==> config.mk <==
export PLATFORM = sky130hd
export DESIGN_NAME = div_sequencer_flat
export DESIGN_NICKNAME = d
export VERILOG_FILES = /design/src/rtl/div_sequencer_if.sv /design/src/rtl/div_sequencer.sv /design/src/flat_wrapper.sv
export SDC_FILE = /design/constraint.sdc
export NUM_CORES = 1
export LEC_CHECK = 0
export CORE_UTILIZATION = 25
export DETAILED_ROUTE_END_ITERATION = 6
export PLACE_DENSITY = 0.4
export SYNTH_ARGS = -nofsm -noshare
export SYNTH_HDL_FRONTEND = slang
export SYNTH_SLANG_ARGS = --single-unit
==> constraint.sdc <==
create_clock -name clk -period 9.46 [get_ports clk]
set_input_delay 1.419 -clock clk [delete_from_list [all_inputs] [get_ports clk]]
set_output_delay 1.419 -clock clk [all_outputs]
set_load 0.1 [all_outputs]
==> src/rtl/div_sequencer_if.sv <==
// Handshake and result bundle for the iterative divider.
// The requester drives start/op/a/b/kill; the divider returns busy/done/result/stall.
interface div_sequencer_if #(
    parameter int XLEN = 32
);
    logic            start;
    logic [1:0]      op;
    logic [XLEN-1:0] a;
    logic [XLEN-1:0] b;
    logic            kill;
    logic            busy;
    logic            done;
    logic [XLEN-1:0] result;
    logic            stall;

    modport master (
        output start, op, a, b, kill,
        input  busy, done, result, stall
    );

    modport slave (
        input  start, op, a, b, kill,
        output busy, done, result, stall
    );
endinterface

==> src/rtl/div_sequencer.sv <==
// Multi-cycle restoring divider: DIV/DIVU/REM/REMU, one quotient bit per cycle.
// Divide-by-zero and signed overflow skip the iteration and finish in one cycle.
module div_sequencer #(
    parameter int XLEN = 32
) (
    input  logic           clk,
    input  logic           rst,
    div_sequencer_if.slave bus
);
    localparam int CW = $clog2(XLEN + 1);

    typedef enum logic [2:0] {
        IDLE,
        PREP,
        CALC,
        FIX,
        DONE
    } state_t;

    state_t state_q, state_d;

    logic [1:0]      op_q;
    logic [XLEN-1:0] a_q;
    logic [XLEN-1:0] b_q;
    logic [XLEN-1:0] quo_q;     // dividend magnitude, shifted out as quotient shifts in
    logic [XLEN-1:0] dvs_q;     // divisor magnitude
    logic [XLEN-1:0] rem_q;     // partial remainder
    logic [XLEN-1:0] result_q;
    logic [CW-1:0]   cnt_q;

    // Request qualification on the live inputs
    logic            can_start;
    logic            accept;
    logic            div_zero;
    logic            overflow;
    logic            special;
    logic [XLEN-1:0] special_res;

    assign can_start = (state_q == IDLE) || (state_q == DONE);
    assign accept    = bus.start && can_start && !bus.kill;
    assign div_zero  = (bus.b == '0);
    assign overflow  = !bus.op[0] && (bus.a == {1'b1, {(XLEN-1){1'b0}}}) && (bus.b == '1);
    assign special   = div_zero || overflow;
    // Zero divisor: quotient all ones, remainder is the dividend.
    // Overflow: quotient is the dividend (most negative value), remainder 0.
    assign special_res = div_zero ? (bus.op[1] ? bus.a : '1)
                                  : (bus.op[1] ? '0 : bus.a);

    // Sign handling on the captured operands
    logic            signed_op;
    logic            neg_q;
    logic            neg_r;
    logic [XLEN-1:0] a_abs;
    logic [XLEN-1:0] b_abs;
    logic [XLEN-1:0] fixed_res;

    assign signed_op = !op_q[0];
    assign neg_q     = signed_op && (a_q[XLEN-1] ^ b_q[XLEN-1]);
    assign neg_r     = signed_op && a_q[XLEN-1];
    assign a_abs     = (signed_op && a_q[XLEN-1]) ? -a_q : a_q;
    assign b_abs     = (signed_op && b_q[XLEN-1]) ? -b_q : b_q;
    assign fixed_res = op_q[1] ? (neg_r ? -rem_q : rem_q)
                               : (neg_q ? -quo_q : quo_q);

    // One restoring step: bring in the next dividend bit and try to subtract.
    // Bit XLEN of the difference is the borrow, i.e. "divisor did not fit".
    logic [XLEN:0] rem_shift;
    logic [XLEN:0] diff;

    assign rem_shift = {rem_q, quo_q[XLEN-1]};
    assign diff      = rem_shift - {1'b0, dvs_q};

    // State register
    always_ff @(posedge clk or negedge rst) begin
        // NOTE: clocked state uses non-blocking assignments so every register
        // samples the pre-edge values regardless of statement order.
        if (!rst) state_q <= IDLE;
        else      state_q <= state_d;
    end

    // Next-state decode; kill overrides every transition
    always_comb begin
        // NOTE: the default assignment first keeps every path assigned, so no latch is inferred.
        state_d = state_q;
        unique case (state_q)
            IDLE, DONE: state_d = accept ? (special ? DONE : PREP) : IDLE;
            PREP:       state_d = CALC;
            CALC:       state_d = (cnt_q == CW'(1)) ? FIX : CALC;
            FIX:        state_d = DONE;
            default:    state_d = IDLE;
        endcase
        if (bus.kill) state_d = IDLE;
    end

    // Operand capture, iteration datapath and result register
    always_ff @(posedge clk or negedge rst) begin
        if (!rst) begin
            op_q     <= '0;
            a_q      <= '0;
            b_q      <= '0;
            quo_q    <= '0;
            dvs_q    <= '0;
            rem_q    <= '0;
            result_q <= '0;
            cnt_q    <= '0;
        end else begin
            if (accept) begin
                op_q <= bus.op;
                a_q  <= bus.a;
                b_q  <= bus.b;
                if (special) result_q <= special_res;
            end
            unique case (state_q)
                PREP: begin
                    quo_q <= a_abs;
                    dvs_q <= b_abs;
                    rem_q <= '0;
                    cnt_q <= CW'(XLEN);
                end
                CALC: begin
                    rem_q <= diff[XLEN] ? rem_shift[XLEN-1:0] : diff[XLEN-1:0];
                    quo_q <= {quo_q[XLEN-2:0], ~diff[XLEN]};
                    cnt_q <= cnt_q - CW'(1);
                end
                FIX: begin
                    // An aborted operation must leave the previous result visible.
                    if (!bus.kill) result_q <= fixed_res;
                end
                default: ;
            endcase
        end
    end

    assign bus.busy   = (state_q == PREP) || (state_q == CALC) || (state_q == FIX);
    assign bus.done   = (state_q == DONE);
    assign bus.result = result_q;
    assign bus.stall  = bus.busy || (accept && !special);

endmodule

==> src/flat_wrapper.sv <==
// flat-port wrapper written by rule: the top's interface ports become plain ports
module div_sequencer_flat 
#(
    parameter int XLEN = 32
)
  (clk, rst, bus_start, bus_op, bus_a, bus_b, bus_kill, bus_busy, bus_done, bus_result, bus_stall);
  div_sequencer_if #(.XLEN(XLEN)) bus_i ();
  input  logic clk;
  input  logic rst;
  input wire logic [$bits(bus_i.start)-1:0] bus_start;
  input wire logic [$bits(bus_i.op)-1:0] bus_op;
  input wire logic [$bits(bus_i.a)-1:0] bus_a;
  input wire logic [$bits(bus_i.b)-1:0] bus_b;
  input wire logic [$bits(bus_i.kill)-1:0] bus_kill;
  output wire logic [$bits(bus_i.busy)-1:0] bus_busy;
  output wire logic [$bits(bus_i.done)-1:0] bus_done;
  output wire logic [$bits(bus_i.result)-1:0] bus_result;
  output wire logic [$bits(bus_i.stall)-1:0] bus_stall;
  assign bus_i.start = bus_start;
  assign bus_i.op = bus_op;
  assign bus_i.a = bus_a;
  assign bus_i.b = bus_b;
  assign bus_i.kill = bus_kill;
  assign bus_busy = bus_i.busy;
  assign bus_done = bus_i.done;
  assign bus_result = bus_i.result;
  assign bus_stall = bus_i.stall;
  div_sequencer #(.XLEN(XLEN)) u_core (.clk(clk), .rst(rst), .bus(bus_i));
endmodule
==> impl_metrics.tcl, run 1 <==
set metrics [dict create \
    multiInputGateArea_um2 7619 \
    r2r_cells 13 \
    vias 11456 \
    grt_pass1_vias 11437 \
    core_area_um2 51720 \
    final_area_um2 15820 \
    netlist_instances 1518 \
    p_total_mw 5.286 \
    grt_pass1_wl_um 71730 \
    crit_top_cell "clkdlybuf4s50_1" \
    startpoint_type "input port" \
    p_leak_nw 6.354 \
    tightest_slew_ps 1086 \
    worstPathCellList "clkdlybuf4s50_1 -> nor4_1 -> nand3_1 -> o31ai_1 -> nand2b_1 -> o21ai_0 -> clkdlybuf4s50_1" \
    drt_iter0_markers 595 \
    synth_top_family_by_area "compound AO/OA/AOI/OAI gates" \
    post-route-util_pct 30.59 \
    io_buffer_count 104 \
    numCtsBuffers 28 \
    slowest_delay_ps 980 \
    cts_setup_buffers 0 \
    hold_buffers 0 \
    die_h_um 231.6 \
    clk_pin_slew_ps 50 \
    rsz0062_at_grt "false" \
    synthMuxAreaShare_pct 6.789 \
    powerDensity_nw_per_um2 334.1 \
    synthSimpleGateAreaFrac_pct 16.14 \
    cts_resized 0 \
    wl_per_cell_um 20.06 \
    r2r_start "u_core.quo_q[31]" \
    synth_adder_area_share_pct 3.760 \
    status "finished clean" \
    syn_nets 1627 \
    synthXorXnorAreaFrac_pct 9.239 \
    finalSetupViolCount 0 \
    synth_cell_types 67 \
    yosys.area.top_type_share_pct 38.55 \
    crit_slowest_cell "clkdlybuf4s50_1" \
    fin_crit_ps 6416 \
    drive_gt1_share_pct 9.125 \
    cts_buffer_depth 3 \
    hold_viol_final 0 \
    slew_viol_final 0 \
    dp.cells 2232 \
    num_rows 83 \
    worst_slack_ps 3044 \
    hold_path_class "flop to flop" \
    min_path_cells 2 \
    fin_tns_setup_ps 0 \
    nets 1691 \
    final_common_cell "o21ai_0" \
    instances_no_fill 2280 \
    dp_hpwl_um 33160 \
    fin_worst_skew_ps 9.845 \
    dieWidth_um 231.6 \
    synthArstFlopShare_pct 100.0 \
    root_buffer "clkbuf_16" \
    final_cell_mix "o21ai_0, dfrtp_1, nand2_1" \
    regToRegEndpoint "u_core.rem_q[30]" \
    whs_ps 477.4 \
    cts_tree "done" \
    cts.htree.levels 1 \
    path_max_fanout 3 \
    ys_seq_elements 203 \
    io_pins 105 \
    grt_max_degree 115 \
    gp_congestion 0.8034 \
    worstSetupPathType "input port to primary output" \
    fill_cells 5500 \
    synth_edf_count 0 \
    yosysTopAreaCell "dfrtp_1" \
    worst_skew_pair.late_latency_ps 570 \
    syn_area_um2 13180 \
    wl_um 45730 \
    ff2ff_setup_slack_ps 4870 \
    synth.avg_cell_area_um2 8.681 \
    ys_seq_area_share_pct 38.55 \
    viasPerCell 5.025 \
    max_clock_freq_ghz 0.1559 \
    fin_crit_sh_pct 67.82 \
    critPathArrivalTime_ps 5000 \
    cts_sinks 203 \
    dieArea_um2 53630 \
    synthFlopType "dfrtp_1" \
    placed_area_um2 14920 \
    grt_antenna_before_repair 0 \
    critPathRequiredTime_ps 8040 \
    min_to "u_core.dvs_q[9]" \
    dpl_worst_slack_ps 3088 \
    final-seq-area_um2 5081 \
    min-delay-start "u_core.dvs_q[9]" \
    first_pass_iters 5 \
    gr-total-overflow 0 \
    yosysWarnings 0 \
    start_util_pct 25.48 \
    grtUsageTotal_pct 17.21 \
    synth-compound-area-share_pct 21.45 \
    n_antenna_cell 0 \
    ys_top_cells_by_area "dfrtp_1, o21ai_0, mux2_2, xnor2_1, xor2_1" \
    syn_to_final_growth_pct 20.07 \
    maxSlewHeadroom_pct 27.30 \
    ir_drop_v 0.0001607 \
    drc 0 \
    maxCapViolCount 0 \
    end_kind "primary output" \
    ant_nets 0 \
]
==> Yosys cell counts, types with 4 or more instances <==
master     count
mux2_2        59
ha_1          38
nor3_1        32
dfrtp_1      203
and3_1         9
or2_2          4
o31ai_1       17
nand3_1       21
a22oi_1       32
mux2i_1       23
buf_1          4
xor2_1        69
nor2b_1        6
nand4_1       19
nand2_1      143
o41ai_1        9
nand3b_1       4
inv_1         55
a2bb2oi_1      5
or3_1         12
nor3b_1        5
o211ai_1      17
nand2b_1      14
a21oi_1      113
nor4_1        24
xnor2_1       70
nor2_1       115
o21ai_0      205
a211oi_1      25
a21o_1        11
and2_1         6
or4_1         10
clkbuf_1      76
a31oi_1        9
==> layout make-up <==
cell class / count / share of cell area (%)
Multi-Input combinational cell: 1175 / 48.15
Clock inverter: 7 / 0.4191
Sequential cell: 203 / 32.11
Clock buffer: 41 / 5.314
Timing Repair Buffer: 119 / 7.322
Inverter: 55 / 1.305
Tap cell: 680 / 5.377
==> how the worst max path moves through the flow <==
stage,start,cells past startpoint,end
finish,bus_a[19],7,bus_stall
global route,bus_b[29],8,bus_stall
CTS,bus_a[18],8,bus_stall
detailed placement,bus_a[18],8,bus_stall
global placement,bus_b[29],8,bus_stall
floorplan,bus_a[24],6,bus_stall
==> flip-flops by register name, indices dropped and copies added, names as in the netlist <==
name,count
u_core.a_q,32
u_core.b_q,32
u_core.bus.result,32
u_core.dvs_q,32
u_core.quo_q,32
u_core.rem_q,32
u_core.cnt_q,6
u_core.state_q,3
u_core.op_q,2
==> per-layer routing <==
layer	track usage, %	vias to the layer above	wire length [um]
met5	0	-	0
met4	3.968	0	809
met3	1.649	47	1262
met2	27.61	160	21080
met1	24.76	5651	22590
li1	-	5598	-
==> kinds of logic after synthesis <==
logic type	after synthesis
DFF	203
and+or+nand+nor	439
adders and majority gates	39
xor gates and xnor gates	139
muxes	82
AOI/OAI and AO/OA	476
buffers and inverters	140
==> power by group <==
part	switching (mW)	leakage (nW)	internal [mW]
sequential	0.401	2.53	1.13
clock	0.420	0.448	0.636
combinational	1.63	3.38	1.07
==> critical path: cells and delay by family <==
kind	cells	cell delay [ps]
simple gates	3	1390
buf+inv	2	1440
compound gates	2	740
(Power assumes the default switching activity.)
==> run 2: changes to the inputs <==
==> constraint.sdc (replaced) <==
create_clock -name clk -period 6.3 [get_ports clk]
set_input_delay 0.945 -clock clk [delete_from_list [all_inputs] [get_ports clk]]
set_output_delay 0.945 -clock clk [all_outputs]
set_load 0.1 [all_outputs]
==> run 2 against run 1 <==
Compared with the run above: utilization hardly changed; die area stayed put; sequential share of layout area hardly changed; setup slack worse by 1300 ps; count of clock-buffer cells in the layout is 5 lower; total power is 52% higher; clock power is 50% higher; sequential power is 48% higher; hold slack worse by 110 ps; clock skew is 2.9 ps higher; flip-flop and latch count stayed put; largest power group unchanged.
==> impl_metrics.tcl, run 2 (same netlist as run 1, synthesis figures left out) <==
set metrics [dict create \
    p_seq_share_pct 28.4 \
    status "finished clean" \
    clk_pin_slew_ps 60 \
    grt_pass1_wl_um 73780 \
    dieArea_um2 53630 \
    multiInputGateArea_um2 7614 \
    crit_slowest_cell "nor4_1" \
    dieWidth_um 231.6 \
    post-route-util_pct 30.63 \
    syn_to_final_growth_pct 20.22 \
    grt_max_degree 94 \
    cts_resized 0 \
    ant_nets 0 \
    critPathArrivalTime_ps 3630 \
    switching_share_pct 46.66 \
    r2r_start "u_core.quo_q[31]" \
    start_util_pct 25.48 \
    wl_per_cell_um 20.63 \
    gr-total-overflow 0 \
    core_area_um2 51720 \
    cp.depth 7 \
    wl_um 47140 \
    grt_pass1_vias 11466 \
    num_rows 83 \
    slowest_delay_ps 770 \
    crit_family "simple AND/OR/NAND/NOR gates" \
    fin_worst_skew_ps 12.70 \
    startpoint "bus_a[19]" \
    ff2ff_setup_slack_ps 2200 \
    cts_tree "done" \
    fin_crit_ps 4574 \
    dp.cells 2238 \
    maxCapViolCount 0 \
    hold_buffers 0 \
    n_antenna_cell 0 \
    final-seq-area_um2 5081 \
    drive_gt1_share_pct 9.533 \
    numCtsBuffers 26 \
    instances_no_fill 2285 \
    drt_iter0_markers 633 \
    gp_congestion 0.8208 \
    regToRegEndpoint "u_core.rem_q[17]" \
    r2r_cells 13 \
    hold_path_class "input port to asynchronous set/reset pin" \
    final_cell_mix "o21ai_0, dfrtp_1, nand2_1" \
    tightest_slew_ps 1091 \
    path_max_fanout 3 \
    powerDensity_nw_per_um2 506.4 \
    first_pass_iters 5 \
    p_total_mw 8.023 \
    path_buf_inv 2 \
    end_kind "primary output" \
    cts_buffer_depth 3 \
    grtUsageTotal_pct 17.70 \
    rsz0062_at_grt "false" \
    die_h_um 231.6 \
    maxSlewHeadroom_pct 26.92 \
    vias 11553 \
    nets 1695 \
    io_buffer_count 104 \
    crit_end "bus_stall" \
    drc 0 \
    p_comb_share_pct 51.8 \
    dp_hpwl_um 34320 \
    critPathRequiredTime_ps 5350 \
    worstSetupPathType "input port to primary output" \
    fin_tns_setup_ps 0 \
    viasPerCell 5.056 \
    fill_cells 5528 \
    startpoint_type "input port" \
    cts_setup_buffers 0 \
    worstPathCellList "clkdlybuf4s50_1 -> nor4_1 -> nand3_1 -> o31ai_1 -> nand2b_1 -> o21ai_0 -> buf_4" \
    p_leak_nw 6.385 \
    pwr-share-clk_pct 19.8 \
    hold_viol_final 0 \
    finalSetupViolCount 0 \
    final_common_cell "o21ai_0" \
    fin_crit_sh_pct 72.61 \
    io_pins 105 \
    whs_ps 368.0 \
    grt_antenna_before_repair 0 \
    ir_drop_v 0.0002459 \
    cts.htree.levels 1 \
    cts_sinks 203 \
    internal-power_mw 4.279 \
    slew_viol_final 0 \
    worst_skew_pair.late_latency_ps 560 \
    root_buffer "clkbuf_16" \
    max_clock_freq_ghz 0.2186 \
    p_sw_mw 3.743 \
]
[run 2: power by group through the flow]
| stage | clock network (mW) | logic [mW] | registers (mW) |
|---|---|---|---|
| final | 1.59 | 4.15 | 2.28 |
| after global routing | 1.68 | 4.62 | 2.35 |
| after CTS | 1.63 | 4.18 | 2.28 |
| after detailed placement | 0 | 4.16 | 2.30 |
| after global placement | 0 | 4.17 | 2.29 |
| after floorplan | 0 | 2.77 | 2.44 |
[run 2: worst min path at each step]
stage,from,end,slack (ps),cells past startpoint
6_report,rst,u_core.b_q[4],370,1
5_1_grt,rst,u_core.b_q[4],450,1
4_1_cts,rst,u_core.b_q[4],430,1
3_5_place_dp,u_core.cnt_q[5],u_core.cnt_q[5],470,1
3_3_place_gp,u_core.cnt_q[5],u_core.cnt_q[5],470,1
2_1_floorplan,u_core.cnt_q[5],u_core.cnt_q[5],450,1
[run 2: metal layers]
metal | GRT usage, % | routed length (um) | vias to the layer above
met5 | 0 | 0 | -
met4 | 3.865 | 835 | 0
met2 | 28.56 | 21910 | 164
met3 | 1.550 | 1273 | 44
li1 | - | - | 5607
met1 | 25.48 | 23120 | 5738
[run 2: area by class of cell]
class | instances | share of cell area [%]
inverter | 55 | 1.303
tap | 680 | 5.370
timing repair buffer | 125 | 7.582
sequential | 203 | 32.07
clock inverter | 11 | 0.8214
multi-input combinational | 1175 | 48.06
clock buffer | 36 | 4.794
[run 2: through the flow]
stage | instance area (um2) | worst slack, ps
floorplan | 13180 | 2100
global placement | 14950 | 1694
detailed placement | 14950 | 1712
CTS | 15840 | 1679
global route | 15840 | 1602
finish | 15840 | 1726
[run 2: worst register-to-register path, stage by stage (launching register included)]
cell	delay, ps
dfrtp_1	350
inv_1	80
ha_1	220
fa_1	390
nand2b_1	190
a21oi_1	230
o211ai_1	200
or3_1	380
a311oi_1	360
a21o_1	250
xor2_4	540
buf_4	450
mux2i_1	240
o21ai_0	90
